==> config.mk <==
export PLATFORM = sky130hd
export DESIGN_NAME = prefix_diff_decoder
export DESIGN_NICKNAME = d
export VERILOG_FILES = /design/src/rtl/prefix_pkg.sv /design/src/rtl/prefix_diff_decoder.sv
export SDC_FILE = /design/constraint.sdc
export NUM_CORES = 1
export LEC_CHECK = 0
export BUFFER_PORTS_ARGS = -buffer_cell sky130_fd_sc_hd__buf_2
export CAP_MARGIN = 20
export CORE_MARGIN = 1
export CORE_UTILIZATION = 60
export CTS_CLUSTER_SIZE = 16
export DETAILED_ROUTE_END_ITERATION = 10
export PLACE_DENSITY_LB_ADDON = 0.12
export REMOVE_ABC_BUFFERS = 1
export SYNTH_ARGS = -nofsm -noshare
export SYNTH_HDL_FRONTEND = slang
export SYNTH_SLANG_ARGS = --single-unit
==> constraint.sdc <==
create_clock -name sys_clk -period 5.1 [get_ports sys_clk]
set_input_delay 0.255 -clock sys_clk [delete_from_list [all_inputs] [get_ports sys_clk]]
set_output_delay 0.255 -clock sys_clk [all_outputs]
set_load 0.1 [all_outputs]
==> src/rtl/prefix_pkg.sv <==
// Shared definitions for the prefix-sum kernel and its difference decoder:
// FSM state encoding and default data/address/depth sizes.
package prefix_pkg;

  typedef enum logic [2:0] {
    S_IDLE  = 3'd0,
    S_CHECK = 3'd1,
    S_READ  = 3'd2,
    S_WAIT  = 3'd3,
    S_WRITE = 3'd4,
    S_RET   = 3'd5
  } state_t;

  localparam int DATA_W_DEF = 32;
  localparam int ADDR_W_DEF = 8;
  localparam int DEPTH_DEF  = 256;

endpackage

==> src/rtl/prefix_diff_decoder.sv <==
// prefix_diff_decoder: reads prefix sums b[0..n-1] from a 1-cycle-latency
// source memory and writes a[i] = b[i] - b[i-1] (b[-1] = 0) to a destination
// memory, returning a[n-1]. Four cycles per element, start/done handshake.
// Optional feature macro PREFIX_DIFF_CKSUM_EN adds a checksum port holding the
// XOR of every word written during the current run.
import prefix_pkg::*;

module prefix_diff_decoder #(
  parameter int DATA_W = DATA_W_DEF,
  parameter int ADDR_W = ADDR_W_DEF,
  parameter int DEPTH  = DEPTH_DEF
) (
  input  logic              sys_clk,
  input  logic              sys_rst_n,
  input  logic              start,
  input  logic [31:0]       n,
  output logic              busy,
  output logic              done,
  output logic [DATA_W-1:0] return_val,
  output logic              src_rd_en,
  output logic [ADDR_W-1:0] src_addr,
  input  logic [DATA_W-1:0] src_rd_data,
  output logic              dst_wr_en,
  output logic [ADDR_W-1:0] dst_addr,
`ifdef PREFIX_DIFF_CKSUM_EN
  output logic [DATA_W-1:0] checksum,
`endif
  output logic [DATA_W-1:0] dst_wr_data
);

  // Counter wide enough to hold DEPTH itself so the i >= n_lat test never wraps.
  localparam int CNT_W = $clog2(DEPTH + 1);

  state_t              state_q, state_d;
  logic [CNT_W-1:0]    i_q, i_d;
  logic [CNT_W-1:0]    n_lat_q, n_lat_d;
  logic [DATA_W-1:0]   prev_q, prev_d;
  logic [DATA_W-1:0]   last_q, last_d;
  logic [DATA_W-1:0]   ret_q, ret_d;
  logic                done_q, done_d;
  logic                rd_en_q, rd_en_d;
  logic [ADDR_W-1:0]   rd_addr_q, rd_addr_d;
  logic                wr_en_q, wr_en_d;
  logic [ADDR_W-1:0]   wr_addr_q, wr_addr_d;
  logic [DATA_W-1:0]   wr_data_q, wr_data_d;
  logic [DATA_W-1:0]   diff;
`ifdef PREFIX_DIFF_CKSUM_EN
  logic [DATA_W-1:0]   cksum_q, cksum_d;
`endif

  // Next-state and registered-strobe logic; strobes are set on the edge that
  // enters READ/WRITE so they are high for exactly that one state.
  always_comb begin
    state_d   = state_q;
    i_d       = i_q;
    n_lat_d   = n_lat_q;
    prev_d    = prev_q;
    last_d    = last_q;
    ret_d     = ret_q;
    done_d    = 1'b0;
    rd_en_d   = 1'b0;
    rd_addr_d = rd_addr_q;
    wr_en_d   = 1'b0;
    wr_addr_d = wr_addr_q;
    wr_data_d = wr_data_q;
    diff      = src_rd_data - prev_q;
`ifdef PREFIX_DIFF_CKSUM_EN
    cksum_d   = cksum_q;
`endif
    case (state_q)
      S_IDLE: begin
        if (start) begin
          n_lat_d = (n > 32'(DEPTH)) ? CNT_W'(DEPTH) : CNT_W'(n);
          i_d     = '0;
          prev_d  = '0;
          last_d  = '0;
`ifdef PREFIX_DIFF_CKSUM_EN
          cksum_d = '0;
`endif
          state_d = S_CHECK;
        end
      end
      S_CHECK: begin
        if (i_q >= n_lat_q) begin
          state_d = S_RET;
        end else begin
          rd_en_d   = 1'b1;
          rd_addr_d = ADDR_W'(i_q);
          state_d   = S_READ;
        end
      end
      S_READ: state_d = S_WAIT;
      // Read data is valid in WAIT; the difference is formed here and
      // registered straight onto the write port for the WRITE cycle.
      S_WAIT: begin
        wr_en_d   = 1'b1;
        wr_addr_d = ADDR_W'(i_q);
        wr_data_d = diff;
        prev_d    = src_rd_data;
        last_d    = diff;
`ifdef PREFIX_DIFF_CKSUM_EN
        cksum_d   = cksum_q ^ diff;
`endif
        state_d   = S_WRITE;
      end
      S_WRITE: begin
        i_d     = i_q + 1'b1;
        state_d = S_CHECK;
      end
      S_RET: begin
        ret_d   = last_q;
        done_d  = 1'b1;
        state_d = S_IDLE;
      end
      default: state_d = S_IDLE;
    endcase
  end

  // State and output registers; reset aborts any run in progress at once.
  always_ff @(posedge sys_clk or negedge sys_rst_n) begin
    if (!sys_rst_n) begin
      state_q   <= S_IDLE;
      i_q       <= '0;
      n_lat_q   <= '0;
      prev_q    <= '0;
      last_q    <= '0;
      ret_q     <= '0;
      done_q    <= 1'b0;
      rd_en_q   <= 1'b0;
      rd_addr_q <= '0;
      wr_en_q   <= 1'b0;
      wr_addr_q <= '0;
      wr_data_q <= '0;
`ifdef PREFIX_DIFF_CKSUM_EN
      cksum_q   <= '0;
`endif
    end else begin
      state_q   <= state_d;
      i_q       <= i_d;
      n_lat_q   <= n_lat_d;
      prev_q    <= prev_d;
      last_q    <= last_d;
      ret_q     <= ret_d;
      done_q    <= done_d;
      rd_en_q   <= rd_en_d;
      rd_addr_q <= rd_addr_d;
      wr_en_q   <= wr_en_d;
      wr_addr_q <= wr_addr_d;
      wr_data_q <= wr_data_d;
`ifdef PREFIX_DIFF_CKSUM_EN
      cksum_q   <= cksum_d;
`endif
    end
  end

  assign busy        = (state_q != S_IDLE);
  assign done        = done_q;
  assign return_val  = ret_q;
  assign src_rd_en   = rd_en_q;
  assign src_addr    = rd_addr_q;
  assign dst_wr_en   = wr_en_q;
  assign dst_addr    = wr_addr_q;
  assign dst_wr_data = wr_data_q;
`ifdef PREFIX_DIFF_CKSUM_EN
  assign checksum    = cksum_q;
`endif

endmodule

==> impl_metrics.json, run 1 <==
{
  "status": "completed",
  "hold_path_class": "primary input to flip-flop",
  "gp_congestion": 0.8471,
  "io_pins": 151,
  "critPathLaunch": "prev_q[0]",
  "arrival_ns": 3.07,
  "drt_drc_violations_left": 0,
  "synth.area.mux_share_pct": 6.276,
  "yosysTopAreaCell": "dfrtp_1",
  "rsz0062_at_grt": "false",
  "dr.pass1.iters": 5,
  "ant_nets": 0,
  "root_buffer": "clkbuf_16",
  "synth_compound_area_share_pct": 16.16,
  "portBuffers": 150,
  "vias": 6698,
  "synth_ff_type": "dfrtp_1",
  "post-cts-setup-buffers": 0,
  "die_x_um": 120.3,
  "finalSetupViolCount": 0,
  "synth_edf_count": 0,
  "clock.fmax_mhz": 359.5,
  "path_class": "flip-flop to flip-flop",
  "cts_tree": "built",
  "seq_area_mm2": 0.004204,
  "viasPerCell": 5.671,
  "ys_seq_area_share_pct": 50.09,
  "postPlaceCellArea_mm2": 0.009284,
  "antenna_cells": 0,
  "fp-row-count": 42,
  "syn_inst": 852,
  "grt_start_max_net_pins": 87,
  "syn_area_mm2": 0.008393,
  "fin_area_mm2": 0.009899,
  "cp.depth": 10,
  "yosysMostFrequentCell": "nand2_1",
  "cp_slowest_stage_delay_ns": 0.53,
  "syn_to_final_growth_pct": 17.95,
  "multi_input_area_mm2": 0.003859,
  "grt_pass1_wl_um": 31300,
  "worstPathRequired_ns": 5.38,
  "maxCapViolCount": 0,
  "ys_top_cells_by_count": "nand2_1 (181), dfrtp_1 (168), inv_1 (49), o21ai_0 (48)",
  "crit_path_cell_trace": "ha_1 -> inv_1 -> fa_1 -> a21o_1 -> a221oi_1 -> o211ai_1 -> and2_1 -> a21boi_0 -> xor2_1 -> o21ai_0",
  "cp_max_fo": 3,
  "synth_top_area_share_pct": 50.09,
  "synth_xor_area_share_pct": 2.504,
  "clk_latency_ns": 0.43,
  "yosys.area_share.simple_pct": 14.62,
  "htreeDepth": 4,
  "drt-total-wl_um": 18860,
  "r2r_cells": 10,
  "fill_cells": 1042,
  "synth_cell_types": 58,
  "synthTopCellsByArea": "dfrtp_1 (50%), nand2_1 (8.1%), ha_1 (6.1%)",
  "clock_path_buffers": 2,
  "grt-ovfl-total": 0,
  "die_area_mm2": 0.01446,
  "start_util_pct": 62.39,
  "cp_top_family": "compound AO/OA/AOI/OAI gates",
  "drt-wirelength-per-cell_um": 15.97,
  "synth_top_family_by_area": "compound AO/OA/AOI/OAI gates",
  "clock_sinks": 168,
  "grt_pass1_vias": 6394,
  "yosys_warnings": 0,
  "cp_num_buf_inv": 1,
  "synthAdderAreaFrac_pct": 6.351,
  "nNetsFinal": 1101,
  "timing.setup.tns_ns": 0,
  "regToRegSetupSlack_ns": 2.32,
  "hold_viol_final": 0,
  "slew_viol_final": 0,
  "ys_seq_elements": 168,
  "detail_route.iter0.violations": 493,
  "postSynth.asyncResetShare_pct": 100.0,
  "antenna_found_initial": 0,
  "r2r-start": "prev_q[0]",
  "slew_headroom_pct": 44.83,
  "core_area_mm2": 0.01345,
  "cp_slowest_cell": "a221oi_1",
  "syn_avg_cell_area_um2": 9.851,
  "path_clk_slew_ns": 0.07,
  "numCtsBuffers": 17,
  "drive_gt1_share_pct": 24.78,
  "r2r-end": "last_q[18]",
  "worst_setup_path_end_kind": "flip-flop",
  "chipHeight_um": 120.3,
  "period_share_pct": 54.54,
  "place_hpwl_um": 13010,
  "layout_min_cycle_time_ns": 2.782,
  "fin_skew_ns": 0.009703,
  "worst_slew_pin_slew_ns": 0.8264,
  "grt_usage_pct": 27.56,
  "worstSetupEndpoint": "last_q[18]",
  "cp-start-kind": "flip-flop"
}
kinds of logic after synthesis:
group	Yosys count
muxes	47
and+or+nand+nor	282
adders and majority gates	42
AOI/OAI and AO/OA	200
DFF	168
xor gates and xnor gates	24
buffers and inverters	89
worst min path at each step:
stage	startpoint	cells after the start	endpoint	slack, ns
floorplan	sys_rst_n	0	done	-0.04
finish	n[1]	3	n_lat_q[1]	0.05
global placement	sys_rst_n	1	return_val[13]	0.03
CTS	n[1]	3	n_lat_q[1]	0.03
global route	src_rd_data[30]	3	prev_q[30]	0.04
detailed placement	sys_rst_n	1	return_val[13]	0.03
worst reg2reg max path: cells and delay by family, from the launching register on:
kind,cells,cell delay [ns]
compound gates,5,1.28
fa+ha+maj,2,0.56
flops,1,0.35
xor+xnor,1,0.20
simple gates,1,0.19
buf+inv,1,0.06
state kept, by name, indices dropped and copies added, names as in the netlist, 3 cells and up:
name,cells
return_val,32
state_q,3
n_lat_q,9
dst_addr,8
last_q,32
prev_q,32
dst_wr_data,32
src_addr,8
i_q,9
layout make-up:
cell class | instances | area share, %
inverters | 49 | 1.858
clock buffers | 19 | 4.575
clock inverters | 13 | 0.9858
well taps | 176 | 2.224
flip-flops and latches | 168 | 42.47
repair buffers | 161 | 8.911
multi-input cells | 595 | 38.98
cell usage in the layout (no fill, tap or decap), drive strengths merged, types with 5 or more instances in the layout:
| cell | n |
|---|---|
| nand2 | 181 |
| dfrtp | 168 |
| buf | 160 |
| inv | 52 |
| o21ai | 50 |
| mux2 | 42 |
| a21oi | 42 |
| ha | 41 |
| o31ai | 32 |
| a21o | 28 |
| nor2 | 24 |
| clkbuf | 19 |
| nand3 | 16 |
| xnor2 | 12 |
| xor2 | 12 |
| and3 | 10 |
| nand4 | 10 |
| nor3 | 9 |
| nor4 | 8 |
| o21a | 7 |
| and2 | 7 |
| o211ai | 6 |
| clkinv | 6 |
| mux2i | 5 |
| nand2b | 5 |
| nor2b | 5 |
| a22o | 5 |
through the flow:
step                setup WS [ns]  hold WS (ns)  util (%)  instances
floorplan                  0.5115      -0.04059         -        812
global placement            2.334       0.02584     69.01       1146
detailed placement          2.253       0.02561     69.01       1146
CTS                         2.314       0.02924     73.18       1179
global route                2.050       0.03882     73.59       1181
finish                      2.318       0.04528     73.59       1181
metal layers:
layer | share of wire [%] | wire length (um) | GRT usage [%]
met1 | 47 | 8873 | 39.17
met2 | 47 | 8843 | 43.39
met3 | 4.6 | 867 | 4.858
met4 | 1.4 | 272 | 8.256
met5 | 0 | 0 | 0
repair_timing:
item                                    CTS  global route
endpoints found under the setup margin    0             0
endpoints found under the hold margin     1             0
hold buffers                              1             0
resized for setup                         0             0
Power of run 1 is left out: the tool's default activity adds up to more than one toggle a clock period on the data nets, which glitch-free logic cannot reach.
==> run 2, diff against run 1 <==
--- a/config.mk
+++ b/config.mk
@@ -5,10 +5,11 @@
 export SDC_FILE = /design/constraint.sdc
 export NUM_CORES = 1
 export LEC_CHECK = 0
+export ABC_AREA = 1
 export BUFFER_PORTS_ARGS = -buffer_cell sky130_fd_sc_hd__buf_2
 export CAP_MARGIN = 20
 export CORE_MARGIN = 1
-export CORE_UTILIZATION = 60
+export CORE_UTILIZATION = 57
 export CTS_CLUSTER_SIZE = 16
 export DETAILED_ROUTE_END_ITERATION = 10
 export PLACE_DENSITY_LB_ADDON = 0.12
==> constraint.sdc (replaced) <==
create_clock -name sys_clk -period 2.86 [get_ports sys_clk]
set_input_delay 0.143 -clock sys_clk [delete_from_list [all_inputs] [get_ports sys_clk]]
set_output_delay 0.143 -clock sys_clk [all_outputs]
set_load 0.1 [all_outputs]
==> run 2 against run 1 <==
  * Hold slack got worse by 0.034 ns
  * Highest routed layer unchanged
  * Clock skew rose by 0.00065 ns
  * Flip-flop and latch count did not move
  * Fmax rose by 24%
  * Non-clock buffer count rose by 39
  * Count of clock-buffer cells in the layout rose by 5
  * Wire length rose by 14%
==> impl_metrics.json, run 2 <==
{
  "finalSetupViolCount": 0,
  "final_common_cell": "nand2_1",
  "path_clk_slew_ns": 0.06,
  "status": "completed",
  "sequentialPowerShare_pct": 26.6,
  "cp_top_family": "adder cells",
  "p_per_area_mw_per_mm2": 1264,
  "synth_cell_types": 30,
  "chipHeight_um": 126.6,
  "viasPerCell": 5.084,
  "antenna_found_initial": 0,
  "syn_to_final_growth_pct": 22.13,
  "clock.fmax_mhz": 446.1,
  "die_x_um": 126.6,
  "grt_start_max_net_pins": 61,
  "crit_path_cell_trace": "ha_1 -> inv_1 -> fa_1 -> nand3_1 -> nand3_1 -> nand3_1 -> nand3_1 -> o21ai_1 -> o21ai_1",
  "hold_ws_ns": 0.01115,
  "synth_ff_type": "dfrtp_1",
  "peakVddDrop_uv": 857.9,
  "numCtsBuffers": 17,
  "cp_num_buf_inv": 1,
  "yosysMostFrequentCell": "nand2_1",
  "synth_top_area_share_pct": 47.54,
  "yosysTopAreaCell": "dfrtp_1",
  "rsz0062_at_grt": "false",
  "postSynth.asyncResetShare_pct": 100.0,
  "cp_slowest_cell": "fa_1",
  "worst_setup_path_end_kind": "flip-flop",
  "nNetsFinal": 1500,
  "final_core_util_pct": 71.31,
  "hold_viol_final": 0,
  "critPathLaunch": "prev_q[0]",
  "drive_gt1_share_pct": 14.39,
  "clock_sinks": 168,
  "period_share_pct": 78.38,
  "p_sw_share_pct": 55.98,
  "gp_congestion": 0.9001,
  "grt-ovfl-total": 0,
  "hp-start": "src_rd_data[0]",
  "r2r-start": "prev_q[0]",
  "fin_skew_ns": 0.01035,
  "synth_edf_count": 0,
  "worst_slew_pin_slew_ns": 0.8521,
  "clk_latency_ns": 0.43,
  "slew_headroom_pct": 43.19,
  "root_buffer": "clkbuf_16",
  "dpl.cell_count": 1519,
  "layout_min_cycle_time_ns": 2.242,
  "place_hpwl_um": 15390,
  "crit_top_cell": "nand3_1",
  "pwr-share-clk_pct": 15.9,
  "clock_path_buffers": 2,
  "ys_seq_elements": 168,
  "die_area_mm2": 0.01602,
  "cts_resized": 0,
  "power.switching_uw": 7640,
  "synthTopCellsByArea": "dfrtp_1 (48%), nand2_1 (19%), inv_1 (8.3%)",
  "syn_area_mm2": 0.008843,
  "drt-wirelength-per-cell_um": 13.56,
  "antenna_cells": 0,
  "io_pins": 151,
  "combPwrFrac_pct": 57.5,
  "worstPathRequired_ns": 3.16,
  "cp_slowest_stage_delay_ns": 0.47,
  "finalNonFillerCells": 1592,
  "drt-total-wl_um": 21590,
  "vias": 8094,
  "p_int_uw": 6007,
  "dr.pass1.iters": 7,
  "fp-row-count": 45,
  "start_util_pct": 58.39,
  "maxCapViolCount": 0,
  "syn_avg_cell_area_um2": 7.382,
  "detail_route.iter0.violations": 522,
  "path_class": "flip-flop to flip-flop",
  "portBuffers": 150,
  "drt_drc_violations_left": 0,
  "ys_seq_area_share_pct": 47.54,
  "grt_pass1_wl_um": 36340,
  "cts_tree": "built",
  "layout_common_cells": "nand2_1 (455), inv_1 (195), dfrtp_1 (168), buf_2 (149), o21ai_0 (80)",
  "leakage_uw": 0.006124,
  "p_total_uw": 13650,
  "cp-start-kind": "flip-flop",
  "cp_max_fo": 5,
  "syn_inst": 1198,
  "slew_viol_final": 0,
  "htreeDepth": 4,
  "core_area_mm2": 0.01515,
  "grt_usage_pct": 28.88,
  "hold_path_class": "primary input to flip-flop",
  "yosys_warnings": 0,
  "arrival_ns": 2.54,
  "ys_top_cells_by_count": "nand2_1 (455), inv_1 (195), dfrtp_1 (168), o21ai_0 (80), nor2_1 (59)",
  "grt_pass1_vias": 7649,
  "ant_nets": 0
}
==> run 2: cell types whose count changed in the layout (fill, tap and decap cells not counted), moves of 9 or more <==
cell           change
nand2_1          +275
inv_1            +147
mux2_2            -41
dlygate4sd3_1     +40
nor2_1            +36
o21ai_0           +32
nand3_1           +30
o31ai_1           -30
a21o_1            -25
o21ai_1           +25
xnor2_1           -12
xor2_1            -11
and3_1            -10
o22ai_1            +9
==> run 2: through the flow <==
stage / area [um^2] / setup TNS, ns / setup WS [ns]
floorplan: 8736 / -7.318 / -0.3200
global placement: 9826 / 0 / 0.7651
detailed placement: 9826 / 0 / 0.7092
CTS: 10800 / 0 / 0.6621
global route: 10800 / 0 / 0.4446
finish: 10800 / 0 / 0.6183
==> run 2: final timing paths <==
check	depth (start not counted)	slack, ns	end
hold / removal	3	0.01	prev_q[0]
max in group asynchronous	3	1.82	prev_q[24]
setup reg to reg	9	0.62	last_q[12]
min in group asynchronous	2	0.24	dst_wr_data[1]
setup / recovery	9	0.62	last_q[12]
hold reg to reg	2	0.47	return_val[26]
==> run 2: cell families after synthesis <==
| group | Yosys count | share of synthesized area (%) |
|---|---|---|
| buffers and inverters | 227 | 9.748 |
| adders and majority gates | 42 | 6.027 |
| and+or+nand+nor | 591 | 26.61 |
| DFF | 168 | 47.54 |
| xor gates and xnor gates | 1 | 0.09906 |
| AOI/OAI and AO/OA | 169 | 9.974 |
==> run 2: layout make-up <==
class | instances | area (um^2)
repair buffers | 200 | 1260
inverters | 201 | 754.5
well taps | 188 | 235.2
fillers | 1270 | 4345
flip-flops and latches | 168 | 4204
clock buffers | 24 | 501.7
clock inverters | 8 | 62.56
multi-input cells | 803 | 3782
==> run 2: timing repair <==
action	in CTS	in global routing
setup buffers	0	0
hold buffers	41	0
hold endpoints to repair	97	0
==> run 2: worst register-to-register path, cell delays in order (launching register included) <==
cell	delay [ns]
dfrtp_1	0.37
ha_1	0.23
inv_1	0.12
fa_1	0.47
nand3_1	0.10
nand3_1	0.15
nand3_1	0.11
nand3_1	0.17
o21ai_1	0.28
o21ai_1	0.11
==> run 2: power groups by stage <==
stage          combinational, uW  sequential, uW  clock (uW)
6_report                    7840            3630        2180
5_1_grt                     8460            3720        2300
4_1_cts                     7830            3630        2210
3_5_place_dp                7740            3660           0
3_3_place_gp                7630            3640           0
2_1_floorplan               2710            7050           0
==> run 2: metal layers <==
layer	up-vias	share of wire (%)	global-route usage, %
met5	-	0	0
met4	0	1.7	8.646
met3	33	5.3	4.724
met2	227	45	47.19
met1	3725	48	39.87
li1	4109	-	-
(Power assumes the default switching activity.)
==> run 3, diff against run 2 <==
--- a/config.mk
+++ b/config.mk
@@ -5,11 +5,11 @@
 export SDC_FILE = /design/constraint.sdc
 export NUM_CORES = 1
 export LEC_CHECK = 0
-export ABC_AREA = 1
+export ABC_AREA = 0
 export BUFFER_PORTS_ARGS = -buffer_cell sky130_fd_sc_hd__buf_2
 export CAP_MARGIN = 20
 export CORE_MARGIN = 1
-export CORE_UTILIZATION = 57
+export CORE_UTILIZATION = 56
 export CTS_CLUSTER_SIZE = 16
 export DETAILED_ROUTE_END_ITERATION = 10
 export PLACE_DENSITY_LB_ADDON = 0.12
==> constraint.sdc (replaced) <==
create_clock -name sys_clk -period 2.07 [get_ports sys_clk]
set_input_delay 0.1035 -clock sys_clk [delete_from_list [all_inputs] [get_ports sys_clk]]
set_output_delay 0.1035 -clock sys_clk [all_outputs]
set_load 0.1 [all_outputs]
==> run 3 against run 2 <==
  * The flow now finishes with violations (negative setup slack)
  * Cell count decreased by 17%
  * Count of clock-buffer cells in the layout decreased by 5
  * First-iteration DRC count decreased by 17%
  * Register-to-register slack got worse by 1.1 ns
  * Critical path depth increased by 1
  * Final area increased by 6.5%
  * Fmax decreased by 13%
  * Hold slack improved by 0.0062 ns
  * Die area decreased by 3.3%
  * Wire length about the same
==> impl_metrics.json, run 3 (synthesis results as in run 1) <==
{
  "cp_max_fo": 3,
  "worstPathRequired_ns": 2.38,
  "htreeDepth": 4,
  "status": "finished with violations",
  "drt-total-wl_um": 21580,
  "hold_viol_final": 0,
  "fin_skew_ns": 0.007511,
  "numCtsBuffers": 17,
  "grt_pass1_wl_um": 35570,
  "path_class": "flip-flop to flip-flop",
  "hold_path_class": "primary input to flip-flop",
  "die_area_mm2": 0.01548,
  "period_share_pct": 124.6,
  "slew_headroom_pct": 65.53,
  "slew_viol_final": 0,
  "fill_cells": 946,
  "layout_common_cells": "nand2_1 (178), dfrtp_1 (168), buf_2 (149), buf_4 (101), inv_1 (44)",
  "dr.pass1.iters": 6,
  "start_util_pct": 57.53,
  "drt-wirelength-per-cell_um": 16.24,
  "ant_nets": 0,
  "fp-row-count": 44,
  "chipHeight_um": 124.4,
  "root_buffer": "clkbuf_16",
  "viasPerCell": 5.530,
  "layout_min_cycle_time_ns": 2.579,
  "finalSetupViolCount": 54,
  "io_pins": 151,
  "final_common_cell": "nand2_1",
  "drive_gt1_share_pct": 34.32,
  "gp_congestion": 0.8717,
  "cts_tree": "built",
  "grt_pass1_vias": 7317,
  "path_clk_slew_ns": 0.07,
  "worst_setup_path_end_kind": "flip-flop",
  "fin_ws_ns": -0.5088,
  "clk_latency_ns": 0.43,
  "antenna_found_initial": 0,
  "worst_slew_pin_slew_ns": 0.5207,
  "cp-start-kind": "flip-flop",
  "hold_ws_ns": 0.01735,
  "nNetsFinal": 1241,
  "portBuffers": 150,
  "core_area_mm2": 0.01459,
  "die_x_um": 124.4,
  "clock_sinks": 168,
  "grt_start_max_net_pins": 53,
  "rsz0062_at_grt": "true",
  "clock_path_buffers": 2,
  "fin_area_mm2": 0.01150,
  "antenna_cells": 0,
  "place_hpwl_um": 14140,
  "postPlaceCellArea_mm2": 0.01002,
  "vias": 7349,
  "clock.fmax_mhz": 387.8,
  "grt_usage_pct": 28.67,
  "grt-ovfl-total": 0,
  "maxCapViolCount": 0,
  "violations": "negative setup slack",
  "syn_to_final_growth_pct": 37.06,
  "arrival_ns": 2.89,
  "drt_drc_violations_left": 0,
  "detail_route.iter0.violations": 434
}
==> run 3: cell types whose count changed in the layout (fill, tap and decap cells not counted), moves of 30 or more <==
| cell | change |
|---|---|
| o31ai_1 | +30 |
| nand3_1 | -30 |
| inv_1 | -151 |
| o21ai_0 | -43 |
| mux2_2 | +32 |
| buf_4 | +94 |
| nor2_1 | -37 |
| nand2_1 | -277 |
==> run 3: metrics by stage <==
step | cells | util [%] | TNS (ns) | setup slack, ns
after CTS | 1323 | 77.48 | -13.39 | -0.4720
final | 1329 | 78.85 | -14.42 | -0.5088
after global placement | 1242 | 68.66 | -16.66 | -0.5509
after detailed placement | 1242 | 68.66 | -18.72 | -0.6227
after floorplan | 812 | - | -171.27 | -2.519
after global routing | 1329 | 78.85 | -19.78 | -0.5932
==> run 3: cell type report <==
cell class                      count  area [um^2]  share of cell area (%)
Timing Repair Buffer              301         2081                   18.09
Sequential cell                   168         4204                   36.55
Clock inverter                     13        168.9                   1.468
Tap cell                          184        230.2                   2.001
Multi-Input combinational cell    595         4183                   36.36
Clock buffer                       19        452.9                   3.937
Inverter                           49        183.9                   1.599
==> run 3: metal layers <==
| metal | vias to the layer above | GRT usage (%) | wire length [um] |
|---|---|---|---|
| met2 | 249 | 47.87 | 10540 |
| met5 | - | 0 | 0 |
| met4 | 0 | 7.229 | 290 |
| met1 | 3547 | 38.25 | 9756 |
| met3 | 28 | 5.842 | 997 |
| li1 | 3525 | - | - |
==> run 3: worst paths after layout <==
| path | start | slack, ns | depth (start not counted) | end |
|---|---|---|---|---|
| worst min-delay path | src_rd_data[2] | 0.02 | 4 | prev_q[2] |
| min in group asynchronous | sys_rst_n | 0.18 | 2 | dst_wr_data[12] |
| worst max-delay path | prev_q[0] | -0.51 | 10 | dst_wr_data[28] |
| max in group asynchronous | sys_rst_n | 1.20 | 3 | return_val[7] |
| worst max register to register | prev_q[0] | -0.51 | 10 | dst_wr_data[28] |
| worst min register to register | dst_wr_data[14] | 0.47 | 1 | dst_wr_data[14] |
==> run 3: timing repair <==
action                     4_1_cts  5_1_grt
resized for setup               46       35
pin swaps                       26       28
hold endpoints to repair        84        0
setup buffers                    8        7
setup endpoints to repair       60       59
hold buffers                    40        0
cloned                           1        0
==> run 3: worst max-delay path, cell delays in order, from the launching register on <==
cell and delay [ns]:
dfrtp_1 0.35, ha_2 0.18, inv_2 0.04, fa_2 0.34, a21o_1 0.24, a221o_1 0.36
a41oi_2 0.23, a31oi_4 0.18, a21oi_4 0.21, xnor2_2 0.09, mux2_4 0.26
Power of run 3 is left out for the same reason.
